--- config.mk ---
export PLATFORM = sky130hd
export DESIGN_NAME = taillight_monitor_flat
export DESIGN_NICKNAME = d
export VERILOG_FILES = /design/src/rtl/taillight_monitor_if.sv /design/src/rtl/taillight_monitor.sv /design/src/flat_wrapper.sv
export SDC_FILE = /design/constraint.sdc
export NUM_CORES = 1
export LEC_CHECK = 0
export CORE_MARGIN = 10
export CORE_UTILIZATION = 50
export CTS_CLUSTER_DIAMETER = 30
export DETAILED_ROUTE_END_ITERATION = 7
export GPL_TIMING_DRIVEN = 0
export PLACE_DENSITY = 0.79
export SKIP_CTS_REPAIR_TIMING = 1
export SLEW_MARGIN = 20
export SYNTH_ARGS = -nofsm -noshare
export SYNTH_HDL_FRONTEND = slang
export SYNTH_SLANG_ARGS = --single-unit
--- constraint.sdc ---
create_clock -name clk -period 2.86 [get_ports clk]
set_input_delay 0.572 -clock clk [delete_from_list [all_inputs] [get_ports clk]]
set_output_delay 0.572 -clock clk [all_outputs]
set_load 0.005 [all_outputs]
--- src/rtl/taillight_monitor_if.sv ---
// Lamp and status bundle between the turn-signal FSM side and the monitor.
// The master drives the lamps and strobes; the slave returns the status.
interface taillight_monitor_if #(
    parameter int CNT_W = 8
);
    logic             sample_en;
    logic             LA;
    logic             LB;
    logic             LC;
    logic             RA;
    logic             RB;
    logic             RC;
    logic             clr;
    logic             left_active;
    logic             right_active;
    logic             hazard;
    logic [1:0]       step;
    logic             sweep_done;
    logic [CNT_W-1:0] sweep_count;
    logic             err;
    logic [1:0]       err_code;

    modport master (
        output sample_en, LA, LB, LC, RA, RB, RC, clr,
        input  left_active, right_active, hazard, step,
        input  sweep_done, sweep_count, err, err_code
    );

    modport slave (
        input  sample_en, LA, LB, LC, RA, RB, RC, clr,
        output left_active, right_active, hazard, step,
        output sweep_done, sweep_count, err, err_code
    );
endinterface

--- src/rtl/taillight_monitor.sv ---
// Tail-light sweep observer: decodes lamps on each strobe, tracks the
// sweep FSM, counts completed sweeps and latches the first error.
module taillight_monitor #(
    parameter int CNT_W = 8
) (
    input logic                clk,
    input logic                rst,
    taillight_monitor_if.slave bus
);
    localparam logic [1:0] S_IDLE   = 2'd0;
    localparam logic [1:0] S_LEFT   = 2'd1;
    localparam logic [1:0] S_RIGHT  = 2'd2;
    localparam logic [1:0] S_HAZARD = 2'd3;

    localparam logic [1:0] E_NONE = 2'b00;
    localparam logic [1:0] E_ILL  = 2'b01;
    localparam logic [1:0] E_SEQ  = 2'b10;
    localparam logic [1:0] E_SIDE = 2'b11;

    localparam logic [CNT_W-1:0] CNT_MAX = '1;

    logic [1:0]       state;
    logic [1:0]       step_q;
    logic             done_q;
    logic [CNT_W-1:0] cnt_q;
    logic             err_q;
    logic [1:0]       code_q;

    logic [2:0] l_raw;
    logic [2:0] r_raw;
    logic [1:0] l_step;
    logic [1:0] r_step;
    logic       l_ill;
    logic       r_ill;

    logic [1:0] nstate;
    logic [1:0] nstep;
    logic       done;
    logic [1:0] ecode;
    logic [1:0] exp_s;
    logic [1:0] v;
    logic       mism;
    logic       split;

    assign l_raw = {bus.LA, bus.LB, bus.LC};
    assign r_raw = {bus.RA, bus.RB, bus.RC};

    // Left lamps light inward-out: LC, then LB, then LA.
    always_comb begin
        l_step = 2'd0;
        l_ill  = 1'b0;
        case (l_raw)
            3'b000:  l_step = 2'd0;
            3'b001:  l_step = 2'd1;
            3'b011:  l_step = 2'd2;
            3'b111:  l_step = 2'd3;
            default: l_ill  = 1'b1;
        endcase
    end

    // Right lamps light inward-out: RA, then RB, then RC.
    always_comb begin
        r_step = 2'd0;
        r_ill  = 1'b0;
        case (r_raw)
            3'b000:  r_step = 2'd0;
            3'b100:  r_step = 2'd1;
            3'b110:  r_step = 2'd2;
            3'b111:  r_step = 2'd3;
            default: r_ill  = 1'b1;
        endcase
    end

    // Per-state view of the active side and the cross-side mismatch.
    always_comb begin
        v     = l_step;
        mism  = 1'b0;
        split = 1'b0;
        case (state)
            S_LEFT: begin
                v    = l_step;
                mism = (r_step != 2'd0);
            end
            S_RIGHT: begin
                v    = r_step;
                mism = (l_step != 2'd0);
            end
            S_HAZARD: begin
                v     = l_step;
                mism  = (l_step != 2'd0) && (r_step != 2'd0)
                        && (l_step != r_step);
                split = (l_step != r_step);
            end
            default: begin
                v     = l_step;
                mism  = 1'b0;
                split = 1'b0;
            end
        endcase
    end

    // Expected next step wraps 3 -> 0, which marks the sweep end.
    assign exp_s = step_q + 2'd1;

    // Sweep sequencing; error priority is illegal > side > sequence.
    always_comb begin
        nstate = state;
        nstep  = step_q;
        done   = 1'b0;
        ecode  = E_NONE;
        if (l_ill || r_ill) begin
            ecode  = E_ILL;
            nstate = S_IDLE;
            nstep  = 2'd0;
        end else if (state == S_IDLE) begin
            nstep = 2'd0;
            if (l_step == 2'd1 && r_step == 2'd0) begin
                nstate = S_LEFT;
                nstep  = 2'd1;
            end else if (l_step == 2'd0 && r_step == 2'd1) begin
                nstate = S_RIGHT;
                nstep  = 2'd1;
            end else if (l_step == 2'd1 && r_step == 2'd1) begin
                nstate = S_HAZARD;
                nstep  = 2'd1;
            end else if (l_step != 2'd0 || r_step != 2'd0) begin
                ecode = E_SEQ;
            end
        end else begin
            nstate = S_IDLE;
            nstep  = 2'd0;
            if (mism) begin
                ecode = E_SIDE;
            end else if (split) begin
                ecode = E_SEQ;
            end else if (v == exp_s) begin
                if (step_q == 2'd3) begin
                    done = 1'b1;
                end else begin
                    nstate = state;
                    nstep  = v;
                end
            end else if (v != 2'd0) begin
                ecode = E_SEQ;
            end
        end
    end

    // FSM, step and completion pulse advance only on the strobe.
    always_ff @(posedge clk or negedge rst) begin
        if (!rst) begin
            state  <= S_IDLE;
            step_q <= 2'd0;
            done_q <= 1'b0;
        end else if (bus.sample_en) begin
            state  <= nstate;
            step_q <= nstep;
            done_q <= done;
        end else begin
            done_q <= 1'b0;
        end
    end

    // Sticky first error and saturating sweep count; clr overrides both.
    always_ff @(posedge clk or negedge rst) begin
        if (!rst) begin
            err_q  <= 1'b0;
            code_q <= E_NONE;
            cnt_q  <= '0;
        end else if (bus.clr) begin
            err_q  <= 1'b0;
            code_q <= E_NONE;
            cnt_q  <= '0;
        end else if (bus.sample_en) begin
            if (ecode != E_NONE && !err_q) begin
                err_q  <= 1'b1;
                code_q <= ecode;
            end
            if (done && cnt_q != CNT_MAX) begin
                cnt_q <= cnt_q + 1'b1;
            end
        end
    end

    assign bus.left_active  = (state == S_LEFT) || (state == S_HAZARD);
    assign bus.right_active = (state == S_RIGHT) || (state == S_HAZARD);
    assign bus.hazard       = (state == S_HAZARD);
    assign bus.step         = step_q;
    assign bus.sweep_done   = done_q;
    assign bus.sweep_count  = cnt_q;
    assign bus.err          = err_q;
    assign bus.err_code     = code_q;
endmodule

--- src/flat_wrapper.sv ---
// flat-port wrapper written by rule: the top's interface ports become plain ports
module taillight_monitor_flat 
#(
    parameter int CNT_W = 8
)
  (clk, rst, bus_sample_en, bus_LA, bus_LB, bus_LC, bus_RA, bus_RB, bus_RC, bus_clr, bus_left_active, bus_right_active, bus_hazard, bus_step, bus_sweep_done, bus_sweep_count, bus_err, bus_err_code);
  taillight_monitor_if #(.CNT_W(CNT_W)) bus_i ();
  input logic clk;
  input logic rst;
  input wire logic [$bits(bus_i.sample_en)-1:0] bus_sample_en;
  input wire logic [$bits(bus_i.LA)-1:0] bus_LA;
  input wire logic [$bits(bus_i.LB)-1:0] bus_LB;
  input wire logic [$bits(bus_i.LC)-1:0] bus_LC;
  input wire logic [$bits(bus_i.RA)-1:0] bus_RA;
  input wire logic [$bits(bus_i.RB)-1:0] bus_RB;
  input wire logic [$bits(bus_i.RC)-1:0] bus_RC;
  input wire logic [$bits(bus_i.clr)-1:0] bus_clr;
  output wire logic [$bits(bus_i.left_active)-1:0] bus_left_active;
  output wire logic [$bits(bus_i.right_active)-1:0] bus_right_active;
  output wire logic [$bits(bus_i.hazard)-1:0] bus_hazard;
  output wire logic [$bits(bus_i.step)-1:0] bus_step;
  output wire logic [$bits(bus_i.sweep_done)-1:0] bus_sweep_done;
  output wire logic [$bits(bus_i.sweep_count)-1:0] bus_sweep_count;
  output wire logic [$bits(bus_i.err)-1:0] bus_err;
  output wire logic [$bits(bus_i.err_code)-1:0] bus_err_code;
  assign bus_i.sample_en = bus_sample_en;
  assign bus_i.LA = bus_LA;
  assign bus_i.LB = bus_LB;
  assign bus_i.LC = bus_LC;
  assign bus_i.RA = bus_RA;
  assign bus_i.RB = bus_RB;
  assign bus_i.RC = bus_RC;
  assign bus_i.clr = bus_clr;
  assign bus_left_active = bus_i.left_active;
  assign bus_right_active = bus_i.right_active;
  assign bus_hazard = bus_i.hazard;
  assign bus_step = bus_i.step;
  assign bus_sweep_done = bus_i.sweep_done;
  assign bus_sweep_count = bus_i.sweep_count;
  assign bus_err = bus_i.err;
  assign bus_err_code = bus_i.err_code;
  taillight_monitor #(.CNT_W(CNT_W)) u_core (.clk(clk), .rst(rst), .bus(bus_i));
endmodule
==> run summary, run 1 <==
Asr flop ratio synth = 100%
Area fraction of the dominant cell type after synthesis = 31.9%
Hold slack = 0.559 ns
Final Hold Vio Count = 0
All-Layer GR Usage = 13.2%
Top FF cell, synth = dfrtp_1
Die extent in y = 70.1 um
Arrival time worst endpoint = 2.89 ns
Vias in the first global route = 1305
Avg Cell Area, Syn = 8.16 sq um
Setup slack after layout = 0.192 ns
Core footprint = 2430 sq um
CP max stage cell = or4_1
CTS buffer count = 3
Top delay family on crit path = simple AND/OR/NAND/NOR gates
Status = completed
Post-DP HPWL = 2570 um
Largest fanout on the critical path = 10
Unique cell type count in the Yosys netlist = 49
CP required = 3.08 ns
Slew HR = 51.0%
Post-route cell area = 1600 sq um
Remaining global-route overflow = 0
Die X = 70.1 um
Starting Density = 51.6%
Via density = 6.12
Critical Path Source Type = flop
Synth warn = 0
Slew Limit Fails = 0
Nets = 197
Area grow syn2layout = 27.3%
Residual DRC = 0
Multi-input logic area = 782 sq um
Flops & latches, synth = 16
TritonCTS sink count = 16
Power density cells = 313 nW/um^2
Placement Rows = 18
Crit-path cells = buf_2, nand2b_2, mux2i_2, xor2_1, or4_1, buf_2, or4_1, a21oi_1
Post-synthesis sequential area ratio = 31.9%
DR top layer = met4
Hold WC Path Type = flop to flop
Synth Cell Area = 1260 sq um
Largest cells by area after synthesis = dfrtp_1 (32%), a21oi_1 (6.0%), o31ai_1 (4.2%)
IO Count = 27
Max_cap viols = 0
CP Class = flop to flop
Final count of negative-setup-slack endpoints = 0
Vias = 1304
CP Buf/Inv Count = 2
Initial drt markers = 74
Met3 WL = 143 um
Tmin final = 2.67 ns
Post-Route WL = 3370 um
FF-to-FF path depth = 8
FF/Latch Area = 400 sq um
Clock latency on the worst-skew pair = 0.29 ns
Critical path depth in cells = 8
Final Skew = 0.00330 ns
Fin cells = 213
Worst path max stage delay = 0.52 ns
Inst Count DP = 208
Largest net degree at the start of global routing = 17
Die area = 4920 sq um
Mapped Cells = 154
Diode count = 0
Worst-case clock buffer depth = 2
# fillers = 225
Placement Cell Area = 1530 sq um
First-pass GRT wire length = 5710 um
Post-synth EDFFs = 0
CTS tree = built
Number of port buffers = 24
Critical path endpoint category = flop
Clk pin slew, worst setup/hold paths = 0.09 ns
CTS Root Cell = clkbuf_4
Cell taking the most area after synthesis = dfrtp_1
WL/cell = 15.8 um
Detail Route Antenna Nets = 0
Share of layout cells above drive strength 1 = 10.9%
RSZ-0062 raised after global routing = false
Top achievable clock speed = 375 MHz
DP Worst Slack = -0.423 ns
Final period util = 93.3%
Drt first pass iters = 4
Final GP Congestion = 0.847
Worst-Margin Slew = 0.733 ns
Wire length on met2 = 1720 um
Max IR drop VDD = 0.000184 V
Syn Nets = 166
Initial antenna violation count = 0
Hold path cells = 2
Lkg Pwr = 0.665 nW
M1 WL = 1440 um
Number of H-tree levels = 1
## synthesized netlist by cell type (2+ instances only)
library cell / number
nor3_1: 2
or4_1: 6
and3_1: 4
or2_2: 2
ha_1: 2
o21ai_0: 7
xor2_1: 2
buf_2: 3
o21a_1: 2
a21oi_1: 15
nand2_1: 9
inv_1: 8
dfrtp_1: 16
o21bai_1: 2
nor2b_1: 5
nand4_1: 3
o31ai_1: 7
xnor2_1: 2
nand3_1: 9
a21boi_0: 2
nor2_1: 8
a311oi_1: 3
a31oi_1: 4
clkbuf_1: 6
## path summary, 6_finish.rpt
| path | startpoint | endpoint | slack, ns |
|---|---|---|---|
| worst max-delay path | u_core.state[0]$_DFFE_PN0P_ | u_core.bus.sweep_count[5]$_DFFE_PN0P_ | 0.19 |
| worst min-delay path | u_core.bus.step[1]$_DFFE_PN0P_ | u_core.bus.step[1]$_DFFE_PN0P_ | 0.56 |
| worst max register to register | u_core.state[0]$_DFFE_PN0P_ | u_core.bus.sweep_count[5]$_DFFE_PN0P_ | 0.19 |
| worst min register to register | u_core.bus.step[1]$_DFFE_PN0P_ | u_core.bus.step[1]$_DFFE_PN0P_ | 0.56 |
| max in group asynchronous | rst | u_core.bus.sweep_count[4]$_DFFE_PN0P_ | 1.69 |
| min in group asynchronous | rst | u_core.bus.sweep_count[7]$_DFFE_PN0P_ | 0.70 |
## metrics by stage
| step | util (%) | setup TNS, ns | total power, mW |
|---|---|---|---|
| final | 65.7 | 0 | 0.500 |
| after detailed placement | 63.1 | -3.81 | 0.374 |
| after floorplan | - | 0 | 0.322 |
| after CTS | 64.0 | -0.504 | 0.490 |
| after global placement | 63.1 | -2.85 | 0.369 |
| after global routing | 65.7 | 0 | 0.523 |
## state kept, by name, indices dropped and copies added (netlist names)
| signal | flops |
|---|---|
| u_core.bus.sweep_done | 1 |
| u_core.state | 2 |
| u_core.bus.sweep_count | 8 |
| u_core.bus.step | 2 |
| u_core.bus.err | 1 |
| u_core.bus.err_code | 2 |
## layer usage
layer / vias up / track usage (%)
met2: 28 / 24.7
met1: 635 / 14.0
met5: - / 0
met3: 7 / 2.12
met4: 0 / 5.92
li1: 634 / -
## worst min-delay path: cells and delay by family (launching register included)
| family | cells | cell delay (ns) |
|---|---|---|
| DFF | 1 | 0.41 |
| buffers and inverters | 1 | 0.06 |
| AOI/OAI and AO/OA | 1 | 0.05 |
## logic make-up (layout without fill, tap and decap cells)
group                      after synthesis  in the layout  share of synthesized area [%]
AOI/OAI and AO/OA                       50             50                           26.6
xor gates and xnor gates                 4              4                           2.79
muxes                                    1              1                          0.797
and+or+nand+nor                         61             61                           28.8
DFF                                     16             16                           31.9
adders and majority gates                2              2                           1.99
buffers and inverters                   20             49                           7.17
## power breakdown
group | internal (mW) | switching [mW] | total, mW
Sequential | 0.232 | 0.00399 | 0.236
Clock | 0.0491 | 0.0738 | 0.123
Combinational | 0.0611 | 0.0805 | 0.142
## layout by cell type (no fill, tap or decap), types with 2 or more instances in the layout
cell type | Yosys | final
o21ai_0 | 7 | 7
ha_1 | 2 | 2
nor2b_1 | 5 | 4
or2_2 | 2 | 2
buf_4 | 1 | 3
xnor2_1 | 2 | 2
nor2_1 | 8 | 8
or4_1 | 6 | 6
o31ai_1 | 7 | 7
dlymetal6s2s_1 | 0 | 4
nand2_1 | 9 | 9
clkdlybuf4s50_1 | 0 | 20
a21boi_0 | 2 | 2
and3_1 | 4 | 4
nand3_1 | 9 | 9
o21a_1 | 2 | 2
inv_1 | 8 | 8
nand4_1 | 3 | 3
clkbuf_4 | 0 | 3
o21bai_1 | 2 | 2
a21oi_1 | 15 | 15
xor2_1 | 2 | 2
dfrtp_1 | 16 | 16
clkbuf_1 | 6 | 5
a311oi_1 | 3 | 3
a31oi_1 | 4 | 4
buf_2 | 3 | 3
## layout make-up
class                           instances  area share [%]
Multi-Input combinational cell        118            48.9
Buffer                                 11            3.60
Clock buffer                            3            1.41
Sequential cell                        16            25.0
Inverter                                9            2.11
Timing Repair Buffer                   26            16.6
Tap cell                               30            2.35
No activity file was read; power rests on OpenSTA's default activity.
==> inputs of run 2 (changes only) <==
--- a/config.mk
+++ b/config.mk
@@ -10,6 +10,7 @@
 export CTS_CLUSTER_DIAMETER = 30
 export DETAILED_ROUTE_END_ITERATION = 7
 export GPL_TIMING_DRIVEN = 0
+export HOLD_SLACK_MARGIN = 0.03
 export PLACE_DENSITY = 0.79
 export SKIP_CTS_REPAIR_TIMING = 1
 export SLEW_MARGIN = 20
==> results of run 2 <==
No change in the layout: final DEF, timing and power equal those of run 1.
==> inputs of run 3 (changes only) <==
--- a/config.mk
+++ b/config.mk
@@ -5,7 +5,7 @@
 export SDC_FILE = /design/constraint.sdc
 export NUM_CORES = 1
 export LEC_CHECK = 0
-export CORE_MARGIN = 10
+export CORE_MARGIN = 4
 export CORE_UTILIZATION = 50
 export CTS_CLUSTER_DIAMETER = 30
 export DETAILED_ROUTE_END_ITERATION = 7
==> run summary, run 3 (synthesis results as in run 1) <==
Status = completed
Final GP Congestion = 0.890
CTS tree = built
Final count of negative-setup-slack endpoints = 0
CP Buf/Inv Count = 2
Area grow syn2layout = 28.2%
Placement Rows = 17
CP max stage cell = or4_1
CP Class = flop to flop
RSZ-0062 raised after global routing = false
Final Skew = 0.0175 ns
Largest register FFs = 8
Clock latency on the worst-skew pair = 0.30 ns
CTS buffer count = 3
Share of layout cells above drive strength 1 = 11.4%
Largest net degree at the start of global routing = 17
Number of port buffers = 24
Post-DP HPWL = 2420 um
Initial antenna violation count = 0
Commonest cells after routing, fill and taps aside = clkdlybuf4s50_1 (20), dfrtp_1 (16), a21oi_1 (15), nand2_1 (9), nand3_1 (9)
Tmin final = 2.66 ns
Slew Limit Fails = 0
Die X = 58.1 um
IO Count = 27
Via density = 6.31
Diode count = 0
WL/cell = 15.6 um
Inst Count DP = 206
Most common cell after layout, fill and taps aside = clkdlybuf4s50_1
Final Hold Vio Count = 0
Vias = 1337
Post-Route WL = 3300 um
Max_cap viols = 0
Crit-path cells = buf_2, nand2b_2, mux2i_2, xor2_1, or4_1, buf_2, or4_1, a21oi_1
Largest fanout on the critical path = 10
Clk pin slew, worst setup/hold paths = 0.12 ns
Fin cells = 212
Number of H-tree levels = 1
Core footprint = 2300 sq um
Critical Path Source Type = flop
Hold WC Path Type = flop to flop
CTS Root Cell = clkbuf_4
Die extent in y = 58.1 um
Die area = 3380 sq um
Power density cells = 335 nW/um^2
DP Worst Slack = -0.385 ns
Detail Route Antenna Nets = 0
Drt first pass iters = 4
Final period util = 92.9%
Nets = 197
TritonCTS sink count = 16
Residual DRC = 0
Setup slack after layout = 0.202 ns
Setup slack, reg-to-reg = 0.20 ns
Worst-case clock buffer depth = 2
Top delay family on crit path = simple AND/OR/NAND/NOR gates
First-pass GRT wire length = 5590 um
Worst path max stage delay = 0.51 ns
Remaining global-route overflow = 0
Critical path endpoint category = flop
Vias in the first global route = 1237
Arrival time worst endpoint = 2.87 ns
CP required = 3.07 ns
Max IR drop VDD = 0.000302 V
Initial drt markers = 54
Starting Density = 54.7%
Top achievable clock speed = 376 MHz
Lkg Pwr = 0.672 nW
Worst-Margin Slew = 0.723 ns
Slew HR = 51.7%
All-Layer GR Usage = 20.8%
==> run 3: cell types whose count changed in the layout (fill, tap and decap cells not counted) <==
cell	previous run	this run
clkbuf_8	0	1
==> run 3: final timing paths <==
path / start / to / depth (start not counted)
min in group asynchronous: rst / u_core.state[0]$_DFFE_PN0P_ / 1
worst min register to register: u_core.bus.step[1]$_DFFE_PN0P_ / u_core.bus.step[1]$_DFFE_PN0P_ / 2
worst min-delay path: u_core.bus.step[1]$_DFFE_PN0P_ / u_core.bus.step[1]$_DFFE_PN0P_ / 2
max in group asynchronous: rst / u_core.bus.err$_DFFE_PN0P_ / 1
worst max-delay path: u_core.state[0]$_DFFE_PN0P_ / u_core.bus.sweep_count[7]$_DFFE_PN0P_ / 8
worst max register to register: u_core.state[0]$_DFFE_PN0P_ / u_core.bus.sweep_count[7]$_DFFE_PN0P_ / 8
==> run 3: area by class of cell <==
class	count	area, sq um
Inverter	9	33.8
Tap cell	28	35.0
Clock buffer	4	36.3
Buffer	11	57.6
Sequential cell	16	400
Fill cell	210	687
Timing Repair Buffer	26	265
Multi-Input combinational cell	118	782
==> run 3: metrics by stage <==
stage | power, mW | hold slack [ns] | instance area [sq um] | util [%] | TNS (ns)
after floorplan | 0.322 | 0.276 | 1260 | - | 0
after global placement | 0.368 | 0.544 | 1530 | 66.7 | -3.12
after detailed placement | 0.372 | 0.560 | 1530 | 66.7 | -3.60
after CTS | 0.531 | 0.579 | 1570 | 68.2 | -0.434
after global routing | 0.565 | 0.601 | 1610 | 70.1 | 0
final | 0.539 | 0.577 | 1610 | 70.1 | 0
==> run 3: metal layers <==
layer | share of wire [%] | vias to the layer above | wire (um) | track usage [%]
met5 | 0 | - | 0 | 0
met4 | 1.7 | 0 | 55 | 7.28
met3 | 7.7 | 10 | 253 | 3.12
met2 | 46 | 76 | 1520 | 32.6
met1 | 45 | 618 | 1470 | 29.1
li1 | - | 633 | - | -
==> run 3: worst register-to-register path: cells and delay by family, from the launching register on <==
family / cells / cell delay [ns]
compound gates: 1 / 0.17
xor+xnor: 1 / 0.16
buf+inv: 2 / 0.34
flops: 1 / 0.38
mux: 1 / 0.27
simple gates: 3 / 1.26
==> run 3: power by group <==
group	leakage (nW)	switching, mW	total, mW	internal, mW
logic	0.430	0.0799	0.141	0.0610
registers	0.221	0.00456	0.236	0.232
clock network	0.0210	0.0838	0.161	0.0776
